<file path="src/rtl/fb_write_scheduler.sv">
// Write-port scheduler for the 320x240 RGB12 frame buffer: round-robin arbitration of two
// draw-point requesters plus a full-frame clear sequencer. Optional: FB_WRITE_SCHEDULER_DROP_CNT_EN.
module fb_write_scheduler #(
   parameter int unsigned BUF_H_RES = 320,
   parameter int unsigned BUF_V_RES = 240
) (
   input  logic        piul1Clock,
   input  logic        piul1Reset,
   input  logic        piul1Req0,
   input  logic        piul1Req1,
   input  logic [8:0]  piul9PosX0,
   input  logic [8:0]  piul9PosX1,
   input  logic [8:0]  piul9PosY0,
   input  logic [8:0]  piul9PosY1,
   input  logic [11:0] piul12Rgb0,
   input  logic [11:0] piul12Rgb1,
   output logic        poul1Gnt0,
   output logic        poul1Gnt1,
   input  logic        piul1ClearStart,
   input  logic [11:0] piul12ClearRgb,
   output logic        poul1ClearBusy,
   output logic        poul1Update,
   output logic [8:0]  poul9PosX,
   output logic [8:0]  poul9PosY,
   output logic [11:0] poul12Rgb
`ifdef FB_WRITE_SCHEDULER_DROP_CNT_EN
   ,
   output logic [15:0] poul16DropCount
`endif
);

   localparam logic [8:0] XLast = 9'(BUF_H_RES - 1);
   localparam logic [8:0] YLast = 9'(BUF_V_RES - 1);

   typedef enum logic [0:0] {StArb, StClear} state_e;

   state_e      state_q, state_d;
   logic        rr_q, rr_d;
   logic [8:0]  cnt_x_q, cnt_x_d;
   logic [8:0]  cnt_y_q, cnt_y_d;
   logic [11:0] clear_rgb_q, clear_rgb_d;
   logic        update_q, update_d;
   logic [8:0]  pos_x_q, pos_x_d;
   logic [8:0]  pos_y_q, pos_y_d;
   logic [11:0] rgb_q, rgb_d;

   logic        gnt0, gnt1;
   logic [8:0]  sel_x, sel_y;
   logic [11:0] sel_rgb;
   logic        sel_ok;

   always_comb begin
      state_d     = state_q;
      rr_d        = rr_q;
      cnt_x_d     = cnt_x_q;
      cnt_y_d     = cnt_y_q;
      clear_rgb_d = clear_rgb_q;
      update_d    = 1'b0;
      pos_x_d     = pos_x_q;
      pos_y_d     = pos_y_q;
      rgb_d       = rgb_q;
      gnt0        = 1'b0;
      gnt1        = 1'b0;
      sel_x       = piul9PosX0;
      sel_y       = piul9PosY0;
      sel_rgb     = piul12Rgb0;
      sel_ok      = 1'b0;

      unique case (state_q)
         StArb: begin
            if (piul1ClearStart) begin
               // The first sweep write (0,0) is registered here so it lands with ClearBusy.
               clear_rgb_d = piul12ClearRgb;
               cnt_x_d     = '0;
               cnt_y_d     = '0;
               update_d    = 1'b1;
               pos_x_d     = '0;
               pos_y_d     = '0;
               rgb_d       = piul12ClearRgb;
               state_d     = StClear;
            end else if (!piul1Reset) begin
               gnt0 = piul1Req0 & (~piul1Req1 | ~rr_q);
               gnt1 = piul1Req1 & ~gnt0;
               if (gnt1) begin
                  sel_x   = piul9PosX1;
                  sel_y   = piul9PosY1;
                  sel_rgb = piul12Rgb1;
               end
               sel_ok = (sel_x <= XLast) && (sel_y <= YLast);
               if (gnt0 || gnt1) begin
                  rr_d = gnt0;
                  if (sel_ok) begin
                     update_d = 1'b1;
                     pos_x_d  = sel_x;
                     pos_y_d  = sel_y;
                     rgb_d    = sel_rgb;
                  end
               end
            end
         end
         StClear: begin
            if ((cnt_x_q == XLast) && (cnt_y_q == YLast)) begin
               state_d = StArb;
            end else begin
               if (cnt_x_q == XLast) begin
                  cnt_x_d = '0;
                  cnt_y_d = cnt_y_q + 9'd1;
               end else begin
                  cnt_x_d = cnt_x_q + 9'd1;
               end
               update_d = 1'b1;
               pos_x_d  = cnt_x_d;
               pos_y_d  = cnt_y_d;
               rgb_d    = clear_rgb_q;
            end
         end
         default: state_d = StArb;
      endcase
   end

   always_ff @(posedge piul1Clock) begin
      if (piul1Reset) begin
         state_q     <= StArb;
         rr_q        <= 1'b0;
         cnt_x_q     <= '0;
         cnt_y_q     <= '0;
         clear_rgb_q <= '0;
         update_q    <= 1'b0;
         pos_x_q     <= '0;
         pos_y_q     <= '0;
         rgb_q       <= '0;
      end else begin
         state_q     <= state_d;
         rr_q        <= rr_d;
         cnt_x_q     <= cnt_x_d;
         cnt_y_q     <= cnt_y_d;
         clear_rgb_q <= clear_rgb_d;
         update_q    <= update_d;
         pos_x_q     <= pos_x_d;
         pos_y_q     <= pos_y_d;
         rgb_q       <= rgb_d;
      end
   end

`ifdef FB_WRITE_SCHEDULER_DROP_CNT_EN
   logic [15:0] drop_cnt_q, drop_cnt_d;

   always_comb begin
      drop_cnt_d = drop_cnt_q;
      if ((gnt0 || gnt1) && !sel_ok && (drop_cnt_q != 16'hFFFF)) begin
         drop_cnt_d = drop_cnt_q + 16'd1;
      end
   end

   always_ff @(posedge piul1Clock) begin
      if (piul1Reset) begin
         drop_cnt_q <= '0;
      end else begin
         drop_cnt_q <= drop_cnt_d;
      end
   end

   assign poul16DropCount = drop_cnt_q;
`endif

   assign poul1Gnt0      = gnt0;
   assign poul1Gnt1      = gnt1;
   assign poul1ClearBusy = (state_q == StClear);
   assign poul1Update    = update_q;
   assign poul9PosX      = pos_x_q;
   assign poul9PosY      = pos_y_q;
   assign poul12Rgb      = rgb_q;

endmodule
</file>
<file path="config.mk">
export PLATFORM = sky130hd
export DESIGN_NAME = fb_write_scheduler
export DESIGN_NICKNAME = d
export VERILOG_FILES = /design/src/rtl/fb_write_scheduler.sv
export SDC_FILE = /design/constraint.sdc
export NUM_CORES = 1
export LEC_CHECK = 0
export BUFFER_PORTS_ARGS = -buffer_cell sky130_fd_sc_hd__buf_4
export CAP_MARGIN = 20
export CORE_ASPECT_RATIO = 1.25
export CORE_MARGIN = 2
export CORE_UTILIZATION = 40
export DETAILED_ROUTE_END_ITERATION = 10
export PLACE_DENSITY = 0.68
export SYNTH_ARGS = -nofsm -noshare
export SYNTH_HDL_FRONTEND = slang
export SYNTH_SLANG_ARGS = --single-unit
</file>
<file path="constraint.sdc">
create_clock -name piul1Clock -period 2.1 [get_ports piul1Clock]
set_clock_uncertainty 0.1 [all_clocks]
set_input_delay 0.42 -clock piul1Clock [delete_from_list [all_inputs] [get_ports piul1Clock]]
set_output_delay 0.42 -clock piul1Clock [all_outputs]
set_load 0.02 [all_outputs]
</file>
==> impl_metrics.yaml, run 1 <==
setup_path:
  critical_path.max_stage_delay_ns: 0.47
  cp_data_arrival_time_ns: 2.19
  ff2ff_path_depth: 6
  timing.rr.end: "cnt_y_q[0]"
  worstReg2RegStart: "cnt_x_q[0]"
  worst-r2r-setup-slack_ns: 0.07
  critical_path.n_buffers_inverters: 1
  timing.critical_path.fanout_max: 4
  crit_required_ns: 2.26
  crit_family: "compound AO/OA/AOI/OAI gates"
  path_class: "flop to flop"
  worstPathCellList: "ha_1 > and4b_1 > nand2_1 > buf_4 > a2111oi_1 > mux2_2"
  slowest_stage: "sky130_fd_sc_hd__a2111oi_1"
  worstSetupEndpointType: "flop"
  startpoint_type: "flop"
power:
  static-leakage-power_nw: 2.25
  power.density_nw_per_um2: 656
  power.ir.vdd_worst_uv: 385
route:
  post-route-drc-count: 0
  route.detailed.wl_per_inst_um: 16.4
  router_iterations_before_antenna_repair: 4
  wl_mm: 11.4
  first_iter_violations: 227
  antenna_left: 0
  vias_per_cell: 5.65
  route.vias.total: 3950
sta:
  setup_violations: 0
  slew_headroom: 0.386
  final_period_minus_worst_setup_slack_ns: 2.03
  achievable-frequency_mhz: 491
  transition_time_at_the_pin_with_the_least_slew_margin_ns: 0.918
  setup_total_negative_slack_ns: 0
  final.setup.worst_slack_ns: 0.0652
  timing_hold_violations_final: 0
  crit_share_post_route: 0.969
  final-max-slew-violation-count: 0
  setup_repair_after_global_routing_missed_its_margin: "no"
yosys:
  number_of_synthesized_register_bits: 63
  mappedNetlistNets: 517
  yosys_warn_count: 0
  synth-edff-count: 0
  ys_seq_area_frac: 0.339
  synthArstFlopShare: 0
  synthesis.area_um2: 3720
  yosysUniqueCellTypes: 59
  post_synth.cell_area_avg_um2: 8.49
  flip_flop_cell_with_the_highest_count_after_synthesis: "sky130_fd_sc_hd__dfxtp_1"
  synthesis.instances: 438
clock_tree:
  clock_latency_at_the_later_pin_of_the_worst_skew_pair_ns: 0.32
  clock-root-buffer: "sky130_fd_sc_hd__clkbuf_16"
  cts_tree: "done"
  clock_sinks: 63
  cts_inserted_buffers: 9
  cts-hold-fix-buffers: 0
  number_of_buffers_on_the_longest_clock_path: 2
  htreeDepth: 3
  cts.clk_slew.worst_paths_ns: 0.05
final_layout:
  layout.cells.most_common: "sky130_fd_sc_hd__buf_4"
  mostFrequentLayoutCells: "sky130_fd_sc_hd__buf_4 (161), sky130_fd_sc_hd__nand2_1 (66), sky130_fd_sc_hd__dfxtp_1 (61)"
  final_core_utilization: 0.578
  num_antenna_cells: 0
  areaGrowthSynthToFinish_pct: 41.1
  fin_nets: 654
  fraction_of_layout_cells_with_a_size_suffix_above_1: 0.375
floorplanning:
  initial_core_util: 0.410
  io_pins: 111
  floorplan.die.width_um: 90.2
  placementRows: 39
  fp.coreArea_um2: 9080
  design.die.area_um2: 10100
  floorplan.die.height_um: 112
placement:
  hpwlAfterDp_mm: 8.58
  port_buffers: 110
  place_congestion: 0.899
  placement.setup.worst_slack_ns: 0.00935
min_path:
  timing.hold.worst.class: "input port to flop"
  holdCritStartpoint: "piul12ClearRgb[7]"
  hold-path-cell-count: 3
  min_delay_worst_endpoint: "clear_rgb_q[7]"
grt:
  grt.total_usage: 0.226
  grt_first_pass_wirelength_mm: 18.8
  via_count_of_the_first_global_routing_pass: 3968
  grt_start_max_net_pins: 28
  antenna_found_initial: 0
  grt_overflow: 0
run_status:
  run_status: "finished, final reports clean"
run:
  cap_viol_max_count: 0
through the flow:
step | hold WS, ns | cells | instance area [µm²] | power, mW
floorplan | 0.333 | 438 | 3720 | 1.72
CTS | 0.247 | 691 | 5170 | 3.46
finish | 0.250 | 699 | 5250 | 3.44
global placement | 0.339 | 679 | 4880 | 2.03
global route | 0.253 | 699 | 5250 | 3.58
detailed placement | 0.344 | 679 | 4880 | 2.04
final cells by class:
class                           count  area, µm²
Sequential cell                    63       1260
Clock inverter                      2       35.0
Inverter                            7       30.0
Tap cell                          123        154
Fill cell                         855       3830
Multi-Input combinational cell    331       2290
Clock buffer                       10        239
Timing Repair Buffer              163       1240
where the power goes:
group          switching (mW)  internal (mW)  total, mW
registers              0.0408           1.27       1.31
clock network           0.486          0.920       1.41
logic                   0.371          0.358      0.729
total                   0.898           2.55       3.44
flip-flops by register name, summed over array words and instances (netlist names):
register        count
rr_q                1
poul1Update         1
poul9PosY           9
poul12Rgb          12
cnt_y_q             9
poul9PosX           9
clear_rgb_q        12
poul1ClearBusy      1
cnt_x_q             9
routing by layer:
metal  up-vias  track usage  wire length, µm
met1      1873        0.255             4640
met5         -            0                0
met3        25       0.0487              642
met2       149        0.406             5820
met4         0        0.104              343
li1       1903            -                -
cells by family (layout without fill, tap and decap cells):
group | Yosys count | after routing | share of synthesized area
AOI/OAI and AO/OA | 130 | 130 | 0.252
DFF | 63 | 63 | 0.339
buffers and inverters | 44 | 182 | 0.0545
muxes | 43 | 43 | 0.120
xor gates and xnor gates | 9 | 9 | 0.0212
and+or+nand+nor | 147 | 147 | 0.206
adders and majority gates | 2 | 2 | 0.00673
worst max-delay path by stage:
stage	from	to	slack (ns)	cells after the start
floorplan	cnt_x_q[0]	poul9PosX[1]	0.03	7
global placement	piul1Req0	poul9PosX[0]	0.04	8
detailed placement	piul1Req0	poul9PosX[8]	0.009	8
CTS	cnt_x_q[1]	cnt_y_q[0]	0.01	6
global route	cnt_y_q[7]	poul12Rgb[4]	0.006	8
finish	cnt_x_q[0]	cnt_y_q[0]	0.07	6
cell usage after synthesis, types with 2 or more instances:
master	instances	area, µm²
sky130_fd_sc_hd__nand2_1	67	251
sky130_fd_sc_hd__dfxtp_1	63	1260
sky130_fd_sc_hd__mux2i_1	29	290
sky130_fd_sc_hd__a21oi_1	24	120
sky130_fd_sc_hd__clkbuf_1	22	82.6
sky130_fd_sc_hd__o21ai_0	21	105
sky130_fd_sc_hd__nor2_1	18	67.6
sky130_fd_sc_hd__a31oi_1	17	106
sky130_fd_sc_hd__a211o_1	14	123
sky130_fd_sc_hd__mux2_2	14	158
sky130_fd_sc_hd__or3_1	13	81.3
sky130_fd_sc_hd__a22oi_1	11	82.6
sky130_fd_sc_hd__a211oi_2	9	113
sky130_fd_sc_hd__buf_2	9	45.0
sky130_fd_sc_hd__and3_1	7	43.8
sky130_fd_sc_hd__inv_1	7	26.3
sky130_fd_sc_hd__xnor2_1	7	61.3
sky130_fd_sc_hd__a311oi_1	6	52.6
sky130_fd_sc_hd__nand3_1	6	30.0
sky130_fd_sc_hd__nor3_1	6	30.0
sky130_fd_sc_hd__and4_1	5	43.8
sky130_fd_sc_hd__o31ai_1	5	37.5
sky130_fd_sc_hd__nand4_1	4	25.0
sky130_fd_sc_hd__a211oi_1	3	22.5
sky130_fd_sc_hd__buf_6	3	33.8
sky130_fd_sc_hd__nand2b_1	3	18.8
sky130_fd_sc_hd__nor2b_1	3	18.8
sky130_fd_sc_hd__nor4_1	3	18.8
sky130_fd_sc_hd__a221oi_1	2	17.5
sky130_fd_sc_hd__a22o_1	2	17.5
sky130_fd_sc_hd__a31o_2	2	17.5
sky130_fd_sc_hd__and4b_1	2	20.0
sky130_fd_sc_hd__buf_1	2	7.51
sky130_fd_sc_hd__ha_1	2	25.0
sky130_fd_sc_hd__nor4b_1	2	17.5
sky130_fd_sc_hd__xor2_1	2	17.5
tightest hold or removal path: cells and delay by family:
family,cells,cell delay [ns]
and+or+nand+nor,1,0.05
AOI/OAI and AO/OA,1,0.05
buffers and inverters,1,0.11
timing repair:
action / 4_1_cts / 5_1_grt
endpoints found under the setup margin: 2 / 25
gates resized for setup: 3 / 6
buffers inserted: 0 / 8
cloned: 0 / 0
hold endpoints to repair: 0 / 0
Power figures use the tool's default switching activity.
==> run 2: changes to the inputs <==
Settings changed: PLACE_DENSITY 0.68 to default, PLACE_DENSITY_LB_ADDON from default to 0.3.
==> run 2 against run 1 <==
Flip-flop and latch count unchanged. Combinational power about the same. Die area unchanged. Sequential share of layout area increased by 0.16 points. Clock-buffer cell count increased by 1. Clock power decreased by 3%. Cell area decreased by 0.74%. Global-route usage increased by 0.40 points. Total power decreased by 1.1%. First-iteration DRC count decreased by 4.8%. Routed wire length decreased by 0.42%. Critical path type is now flop to output pin. Largest cell class unchanged.
==> impl_metrics.yaml, run 2 (synthesis gave the netlist of run 1 again) <==
route:
  router_iterations_before_antenna_repair: 5
  route.detailed.wl_per_inst_um: 16.4
  antenna_left: 0
  vias_per_cell: 5.72
  post-route-drc-count: 0
  first_iter_violations: 216
  route.vias.total: 3970
  wl_mm: 11.4
setup_path:
  ff2ff_path_depth: 6
  path_class: "flop to output pin"
  cp_data_arrival_time_ns: 1.49
  crit_required_ns: 1.58
  worstSetupEndpointType: "output pin"
  startpoint_type: "flop"
  timing.critical_path.fanout_max: 12
clock_tree:
  clock_latency_at_the_later_pin_of_the_worst_skew_pair_ns: 0.33
  cts_tree: "done"
  cts.clk_slew.worst_paths_ns: 0.05
  htreeDepth: 3
  cts_inserted_buffers: 9
  number_of_buffers_on_the_longest_clock_path: 2
  clock_sinks: 63
  clock-root-buffer: "sky130_fd_sc_hd__clkbuf_16"
  post_cts.repair.setup_buffers: 0
grt:
  grt_overflow: 0
  grt.total_usage: 0.230
  grt_start_max_net_pins: 46
  antenna_found_initial: 0
  via_count_of_the_first_global_routing_pass: 4067
  grt_first_pass_wirelength_mm: 19.2
sta:
  crit_share_post_route: 0.955
  timing_hold_violations_final: 0
  final-max-slew-violation-count: 0
  setup_repair_after_global_routing_missed_its_margin: "no"
  final_period_minus_worst_setup_slack_ns: 2.01
  setup_violations: 0
  slew_headroom: 0.334
  achievable-frequency_mhz: 498
  transition_time_at_the_pin_with_the_least_slew_margin_ns: 0.995
floorplanning:
  floorplan.die.width_um: 90.2
  io_pins: 111
  design.die.area_um2: 10100
  fp.coreArea_um2: 9080
  floorplan.die.height_um: 112
  placementRows: 39
  initial_core_util: 0.410
final_layout:
  finalInstanceArea_um2: 5210
  fraction_of_layout_cells_with_a_size_suffix_above_1: 0.370
  final_cell_count_no_fill: 694
  fin_nets: 647
  num_antenna_cells: 0
  areaGrowthSynthToFinish_pct: 40.1
  filler_cell_count: 861
  layout.cells.most_common: "sky130_fd_sc_hd__buf_4"
  mostFrequentLayoutCells: "sky130_fd_sc_hd__buf_4 (154), sky130_fd_sc_hd__nand2_1 (66), sky130_fd_sc_hd__dfxtp_1 (62)"
run:
  cap_viol_max_count: 0
min_path:
  timing.hold.worst.class: "input port to flop"
  hold-path-cell-count: 3
power:
  power.density_nw_per_um2: 654
  static-leakage-power_nw: 2.23
  power.ir.vdd_worst_uv: 402
placement:
  hpwlAfterDp_mm: 8.55
  port_buffers: 110
  placed_area_um2: 4900
  post-place-cells: 680
  place_congestion: 0.892
run_status:
  run_status: "finished, final reports clean"
-- run 2: path summary, 6_finish.rpt --
kind / endpoint / slack [ns] / startpoint
setup / recovery: poul1Gnt0 / 0.09 / poul1ClearBusy
hold / removal: clear_rgb_q[1] / 0.25 / piul12ClearRgb[1]
setup reg to reg: poul9PosY[4] / 0.10 / cnt_x_q[1]
hold reg to reg: clear_rgb_q[2] / 0.35 / clear_rgb_q[2]
-- run 2: critical path: stages (launching register included) --
cell,delay (ns)
sky130_fd_sc_hd__dfxtp_1,0.36
sky130_fd_sc_hd__inv_2,0.20
sky130_fd_sc_hd__nand2_2,0.15
sky130_fd_sc_hd__nor3_1,0.26
sky130_fd_sc_hd__buf_4,0.20
-- run 2: stage by stage --
stage,utilization,total power [mW],hold slack (ns),setup TNS [ns],setup slack [ns]
2_1_floorplan,-,1.72,0.333,0,0.0337
3_3_place_gp,0.540,2.04,0.339,0,0.0498
3_5_place_dp,0.540,2.05,0.344,-0.0201,-0.00587
4_1_cts,0.570,3.40,0.245,0,0.0202
5_1_grt,0.574,3.54,0.253,0,0.0232
6_report,0.574,3.41,0.250,0,0.0937
-- run 2: timing repair --
item / 4_1_cts / 5_1_grt
gates resized for setup: 1 / 8
setup endpoints to repair: 1 / 16
hold buffers: 0 / 0
-- run 2: report_power, final --
| group | switching (mW) | internal, mW | total [mW] |
|---|---|---|---|
| Clock | 0.525 | 0.846 | 1.37 |
| Combinational | 0.373 | 0.356 | 0.728 |
| Sequential | 0.0404 | 1.27 | 1.31 |
| Total | 0.938 | 2.47 | 3.41 |
-- run 2: per-layer routing --
| layer | vias to the layer above | track usage | routed length (µm) |
|---|---|---|---|
| met2 | 188 | 0.403 | 5670 |
| met4 | 0 | 0.107 | 397 |
| met1 | 1863 | 0.271 | 4610 |
| met5 | - | 0 | 0 |
| li1 | 1889 | - | - |
| met3 | 30 | 0.0440 | 716 |
-- run 2: layout make-up --
| class | instances | area (µm²) | area share |
|---|---|---|---|
| Multi-Input combinational cell | 331 | 2300 | 0.441 |
| Clock buffer | 11 | 253 | 0.0485 |
| Inverter | 7 | 26.3 | 0.00504 |
| Tap cell | 123 | 154 | 0.0295 |
| Clock inverter | 3 | 20.0 | 0.00384 |
| Timing Repair Buffer | 156 | 1200 | 0.230 |
| Sequential cell | 63 | 1260 | 0.242 |
==> run 3: changes to the inputs <==
==> constraint.sdc (replaced) <==
create_clock -name piul1Clock -period 2.1 [get_ports piul1Clock]
set_clock_uncertainty 0.1 [all_clocks]
set_input_delay 0.21 -clock piul1Clock [delete_from_list [all_inputs] [get_ports piul1Clock]]
set_output_delay 0.21 -clock piul1Clock [all_outputs]
set_load 0.02 [all_outputs]
==> run 3 against run 2 <==
Core utilization is 0.80 points higher. Cell count is 0.58% higher. First-iteration DRC count is 38% higher. Combinational power is 0.7% lower. Flip-flop and latch count stayed put. Critical path depth is 3 higher. Sequential power hardly changed. Sequential share of layout area is 0.33 points lower. Total power is 7.8% higher. Largest power group unchanged.
==> impl_metrics.yaml, run 3 (synthesis gave the netlist of run 1 again) <==
setup_path:
  worst-r2r-setup-slack_ns: 0.10
  timing.critical_path.fanout_max: 7
  ff2ff_path_depth: 7
  worstSetupEndpointType: "flop"
  cp_data_arrival_time_ns: 2.16
  startpoint_type: "flop"
  worstReg2RegStart: "rr_q"
  crit_required_ns: 2.26
  path_class: "flop to flop"
  timing.rr.end: "poul9PosY[3]"
final_layout:
  fin_nets: 649
  layout.cells.most_common: "sky130_fd_sc_hd__buf_4"
  finalInstanceArea_um2: 5280
  final_core_utilization: 0.582
  multi_input_area_um2: 2300
  filler_cell_count: 842
  mostFrequentLayoutCells: "sky130_fd_sc_hd__buf_4 (156), sky130_fd_sc_hd__nand2_1 (67), sky130_fd_sc_hd__dfxtp_1 (62)"
  areaGrowthSynthToFinish_pct: 42.0
  num_antenna_cells: 0
  fraction_of_layout_cells_with_a_size_suffix_above_1: 0.369
  layout.area.seq_um2: 1260
min_path:
  hold-path-cell-count: 3
  holdCritStartpoint: "piul12ClearRgb[2]"
  timing.hold.worst.class: "input port to flop"
  min_delay_worst_endpoint: "clear_rgb_q[2]"
grt:
  grt_start_max_net_pins: 43
  grt.total_usage: 0.223
  via_count_of_the_first_global_routing_pass: 3837
  grt_first_pass_wirelength_mm: 18.5
  grt_overflow: 0
  antenna_found_initial: 0
sta:
  final_period_minus_worst_setup_slack_ns: 2.00
  setup_violations: 0
  achievable-frequency_mhz: 501
  finalHoldWorstSlack_ns: 0.0324
  slew_headroom: 0.403
  setup_total_negative_slack_ns: 0
  setup_repair_after_global_routing_missed_its_margin: "yes"
  final-max-slew-violation-count: 0
  timing_hold_violations_final: 0
  crit_share_post_route: 0.951
  transition_time_at_the_pin_with_the_least_slew_margin_ns: 0.892
placement:
  port_buffers: 110
  placed_area_um2: 4860
  place_congestion: 0.892
  hpwlAfterDp_mm: 8.30
route:
  first_iter_violations: 298
  antenna_left: 0
  route.vias.total: 3935
  post-route-drc-count: 0
  vias_per_cell: 5.64
  router_iterations_before_antenna_repair: 5
  wl_mm: 11.4
  route.detailed.wl_per_inst_um: 16.4
clock_tree:
  clock_latency_at_the_later_pin_of_the_worst_skew_pair_ns: 0.33
  cts_tree: "done"
  htreeDepth: 3
  cts_inserted_buffers: 9
  clock_sinks: 63
  cts-hold-fix-buffers: 0
  cts.clk_slew.worst_paths_ns: 0.05
  clock-root-buffer: "sky130_fd_sc_hd__clkbuf_16"
  number_of_buffers_on_the_longest_clock_path: 2
power:
  power.density_nw_per_um2: 695
  static-leakage-power_nw: 2.25
  power_switching_mw: 0.949
  power.ir.vdd_worst_uv: 396
  comb_power_share: 0.197
  internal_power_mw: 2.72
  swShare: 0.258
  seqPwrFrac: 0.357
  clkPwrFrac: 0.447
floorplanning:
  design.die.area_um2: 10100
  floorplan.die.height_um: 112
  placementRows: 39
  floorplan.die.width_um: 90.2
  fp.coreArea_um2: 9080
  io_pins: 111
  initial_core_util: 0.410
run_status:
  run_status: "finished, final reports clean"
run:
  cap_viol_max_count: 0
run 3: worst max-delay path by stage:
stage,from,to,slack (ns),depth (start not counted)
4_1_cts,cnt_x_q[0],cnt_y_q[2],0.03,7
3_3_place_gp,piul1Req0,poul9PosY[3],0.01,8
3_5_place_dp,piul1Req0,poul9PosY[3],-0.03,8
6_report,rr_q,poul9PosY[3],0.10,7
5_1_grt,rr_q,poul9PosY[3],-0.04,7
2_1_floorplan,cnt_x_q[0],poul9PosX[1],0.03,7
run 3: routing by layer:
layer	global-route usage	vias to the layer above	wire (µm)
met4	0.0985	0	318
met5	0	-	0
met2	0.389	153	5800
met1	0.263	1857	4690
met3	0.0467	30	630
li1	-	1895	-
run 3: cell type report:
type	count	share of cell area
Sequential cell	63	0.239
Timing Repair Buffer	158	0.229
Multi-Input combinational cell	331	0.435
Inverter	7	0.00569
Tap cell	123	0.0291
Clock buffer	13	0.0493
Clock inverter	3	0.0123
run 3: repair_timing:
item	CTS	global route
cloned	0	0
pin swaps	0	1
endpoints found under the setup margin	1	30
gates resized for setup	1	9
setup buffers	0	6
run 3: power groups by stage:
stage          clock network (mW)  registers [mW]  logic (mW)
2_1_floorplan                   0            1.39       0.333
3_3_place_gp                    0            1.33       0.700
3_5_place_dp                    0            1.33       0.711
4_1_cts                      1.66            1.31       0.715
5_1_grt                      1.72            1.32       0.781
6_report                     1.64            1.31       0.723
run 3: through the flow:
stage	total power [mW]	cells	setup WS, ns
3_3_place_gp	2.03	676	0.0105
4_1_cts	3.69	692	0.0251
3_5_place_dp	2.04	676	-0.0300
5_1_grt	3.81	698	-0.0447
2_1_floorplan	1.72	438	0.0337
6_report	3.67	698	0.102
run 3: worst max-delay path, cell delays in order (launching register included):
cell and delay, ns:
sky130_fd_sc_hd__dfxtp_1 0.39, sky130_fd_sc_hd__nor2b_1 0.08, sky130_fd_sc_hd__o32a_1 0.32, sky130_fd_sc_hd__o31ai_2 0.27, sky130_fd_sc_hd__buf_4 0.21, sky130_fd_sc_hd__and3_1 0.23
sky130_fd_sc_hd__buf_4 0.15, sky130_fd_sc_hd__mux2i_1 0.17
